$ cat config.mk
export PLATFORM = sky130hd
export DESIGN_NAME = parallel_fifo
export DESIGN_NICKNAME = d
export VERILOG_FILES = /design/src/rtl/parallel_fifo.sv
export SDC_FILE = /design/constraint.sdc
export NUM_CORES = 1
export LEC_CHECK = 0
export CAP_MARGIN = 20
export CELL_PAD_IN_SITES_DETAIL_PLACEMENT = 0
export CELL_PAD_IN_SITES_GLOBAL_PLACEMENT = 1
export CORE_ASPECT_RATIO = 1.25
export CORE_MARGIN = 1.5
export CORE_UTILIZATION = 43
export DETAILED_ROUTE_END_ITERATION = 8
export HOLD_SLACK_MARGIN = 0.12
export PLACE_DENSITY = 0.75
export SLEW_MARGIN = 20
export SYNTH_ARGS = -nofsm -noshare
export SYNTH_HDL_FRONTEND = slang
export SYNTH_SLANG_ARGS = --single-unit
$ cat constraint.sdc
create_clock -name clock -period 2.6 [get_ports clock]
set_input_delay 0.52 -clock clock [delete_from_list [all_inputs] [get_ports clock]]
set_output_delay 0.52 -clock clock [all_outputs]
set_load 0.005 [all_outputs]
$ cat src/rtl/parallel_fifo.sv
// Ready/valid FIFO with DEPTH-entry register storage, flush, occupancy count and almost-full flag.
// Ready is granted on a full FIFO when the consumer drains in the same cycle, giving one word per clock.
module parallel_fifo #(
    parameter int WIDTH       = 8,
    parameter int DEPTH       = 4,
    parameter int ALMOST_FULL = DEPTH - 1
) (
    input  logic                       clock,
    input  logic                       reset,
    input  logic                       flush,
    input  logic [WIDTH-1:0]           data_in,
    input  logic                       write_in,
    output logic                       write_ready,
    output logic [WIDTH-1:0]           data_out,
    output logic                       write_out,
    input  logic                       next_ready,
    output logic [$clog2(DEPTH+1)-1:0] count,
    output logic                       almost_full
);

    localparam int PTR_W = $clog2(DEPTH);
    localparam int CNT_W = $clog2(DEPTH + 1);
    localparam logic [CNT_W-1:0] DEPTH_C = CNT_W'(DEPTH);
    localparam logic [CNT_W-1:0] AF_C    = CNT_W'(ALMOST_FULL);

    logic [WIDTH-1:0] mem [DEPTH];
    logic [PTR_W-1:0] rd_ptr;
    logic [PTR_W-1:0] wr_ptr;
    logic             push;
    logic             pop;

    assign write_out   = (count != '0);
    assign data_out    = mem[rd_ptr];
    assign write_ready = !flush && ((count < DEPTH_C) || next_ready);
    assign almost_full = (count >= AF_C);
    assign pop         = write_out && next_ready;
    assign push        = write_in && write_ready;

    // Control state: pointers wrap naturally because DEPTH is a power of two
    always_ff @(posedge clock) begin
        if (reset || flush) begin
            rd_ptr <= '0;
            wr_ptr <= '0;
            count  <= '0;
        end else begin
            if (push) wr_ptr <= wr_ptr + PTR_W'(1);
            if (pop)  rd_ptr <= rd_ptr + PTR_W'(1);
            case ({push, pop})
                2'b10:   count <= count + CNT_W'(1);
                2'b01:   count <= count - CNT_W'(1);
                default: count <= count;
            endcase
        end
    end

    // Storage is never cleared; a full FIFO writes into the slot its pop frees this edge
    always_ff @(posedge clock) begin
        if (push && !reset) mem[wr_ptr] <= data_in;
    end

endmodule

==> metrics <==
status finished, final reports clean; switching power around 0.23 mW; total gr overflow 0; vias 919; sw frac 18.0%; period utilization 91.4%; largest net degree at the start of global routing 13; number of synthesized flops with an enable pin 32; Seq cells post-synth 41; Clk pwr share a little under two fifths; diode count 0; postcts setup bufs 0; crit path DAT 1.86 ns; PostCTS Resize Cnt 0; Clock Skews 0.00416 ns; Mapped Nets 118; Longest Clk Path Bufs 2; Fmax about 0.42 GHz; largest cells by area after synthesis edfxtp_1 58%, dfxtp_1 11%, mux4_2 11%, ha_1 3.7%, nor2_1 1.6%; final wirelength 2.57 mm; Unique masters post-synth 27; Final min period 2.38 ns; initial antenna violation count 0; Multi-input gate area roughly 490 µm²; Layout Area Growth over Synthesis 24.1%; FF+latch area 1140 µm²; CP most frequent cell clkdlybuf4s50_1; Flop pwr share between 50% and 60%; via/cell ratio between 5 and 6; clock sink count 41; Worst slew margin 71.3%; Tot Pwr around 1.3 mW; fraction of registers with async set/reset 0%; share of cells above drive strength 1 between 10% and 20%; clk root buf clkbuf_8; static leakage 0.685 nW; Crit-path slowest cell clkdlybuf4s50_1; WHS roughly 0.52 ns; Primary FF master, synth edfxtp_1; synthesized area 1670 µm²; setup ws final approximately 0.22 ns; Pint 1.04 mW; crit start category input port; Final #Nets roughly 150; CP max FO 4; Max-Cap Viols 0; Final Max Slew Viols 0; clk slew on worst S/H paths about 0.07 ns; Initial DRC Count 10; Die ar. 4270 µm²; Gate power share approximately 5.7%; # hold bufs at CTS 0; hpwl dp approximately 1.9 mm; WS Path Type in -> out; PortBufs 26; gpl congestion between 0.6 and 0.7; DRC violations left 0; number of global-route vias before repair between 900 and 1k; Rows 25; Synth Instances 99; commonest non-fill, non-tap cell in the layout edfxtp_1; worst skew pair latency 0.28 ns; htree depth 2; syn_area_per_cell 16.9 µm²; slew at the pin with the worst max-slew slack 0.430 ns; CP Cell Sequence clkdlybuf4s50_1, and2b_1, nor2_1, clkdlybuf4s50_1; CP required around 2.1 ns; register area share after synthesis roughly two thirds; post-synth top area share 57.5%; Wirelength per Cell 15.0 µm; Largest stage delay, worst path 0.51 ns; Die Ht 72.7 µm; Min-Delay Path Class reg -> reg; fillcell total 316; Top Ports 27; setup slack, reg-to-reg 0.64 ns; First-pass DRT Iterations 4; global-route usage over all layers 13.8%; Core Area 3750 µm²; synth warn 0; Final Hold Vio Count 0; Setup crit end kind output port; RSZ-0062 raised after global routing false; final setup vio count 0; first-pass GRT wire length around 4.3 mm; Peak VDD IR between 0.0002 and 0.00025 V; die outline width 58.7 µm; Sum Neg Setup Slack 0 ns; total CTS buffers 5; Power Density 611 nW/µm²; post-route ant nets 0; Starting Density 44.5%; TritonCTS clock tree done; most frequent cells in the layout 32 x edfxtp_1, 26 x clkdlybuf4s50_1, 9 x dfxtp_1; post-place setup slack 0.0550 ns; largest area contributor in the netlist edfxtp_1
per-stage QoR:
| stage | instances | utilization (%) | area, µm² |
|---|---|---|---|
| after floorplan | 99 | - | 1670 |
| after global placement | 163 | 52.4 | 1970 |
| after detailed placement | 163 | 52.4 | 1970 |
| after CTS | 171 | 55.2 | 2070 |
| after global routing | 171 | 55.2 | 2070 |
| final | 171 | 55.2 | 2070 |
path summary, 6_finish.rpt:
check,startpoint,to,cells past startpoint
worst max-delay path,next_ready,write_ready,4
worst min-delay path,wr_ptr[0],wr_ptr[0],2
worst max register to register,count[2],count[2],8
worst min register to register,wr_ptr[0],wr_ptr[0],2
cells in the mapped netlist, types with 2 or more instances:
library cell / n
inv_1: 5
mux4_2: 8
edfxtp_1: 32
nand3_1: 2
ha_1: 5
xor2_1: 3
dfxtp_1: 9
nor2_1: 7
nand2b_1: 2
o21ai_0: 3
a21oi_1: 4
and2_1: 4
cells by family after synthesis:
logic type / Yosys count / share of synthesized area [%]
muxes: 8 / 10.8
buffers and inverters: 8 / 2.40
DFF: 41 / 68.3
xor gates and xnor gates: 4 / 2.55
adders and majority gates: 6 / 4.94
AOI/OAI and AO/OA: 10 / 3.75
and+or+nand+nor: 22 / 7.27
power groups by stage:
stage	clock network [mW]	logic [mW]	registers (mW)
6_report	0.478	0.0717	0.716
5_1_grt	0.523	0.0790	0.717
4_1_cts	0.495	0.0731	0.716
3_5_place_dp	0	0.0729	0.731
3_3_place_gp	0	0.0710	0.731
2_1_floorplan	0	0.0296	0.730
final cells by class:
cell class | count | area share [%]
Tap cell | 40 | 2.41
Clock inverter | 2 | 1.63
Inverter | 5 | 0.905
Timing Repair Buffer | 27 | 12.9
Clock buffer | 6 | 3.50
Multi-Input combinational cell | 50 | 23.6
Sequential cell | 41 | 55.0
registers in the layout, summed over array words and instances, names as in the netlist, named ones only:
| signal | count |
|---|---|
| rd_ptr | 2 |
| count | 3 |
| wr_ptr | 2 |
| mem | 32 |
critical path: cells and delay by family:
family,cells,cell delay (ns)
buffers and inverters,2,1.01
AND/OR/NAND/NOR,2,0.32
per-layer routing:
metal  vias to the layer above  wire length (µm)  global-route usage [%]
met5                         -                 0                       0
met4                         0                46                    6.06
met3                         7               137                    4.43
met2                        26              1340                    23.8
met1                       457              1050                    15.5
li1                        429                 -                       -
(Power assumes the default switching activity.)
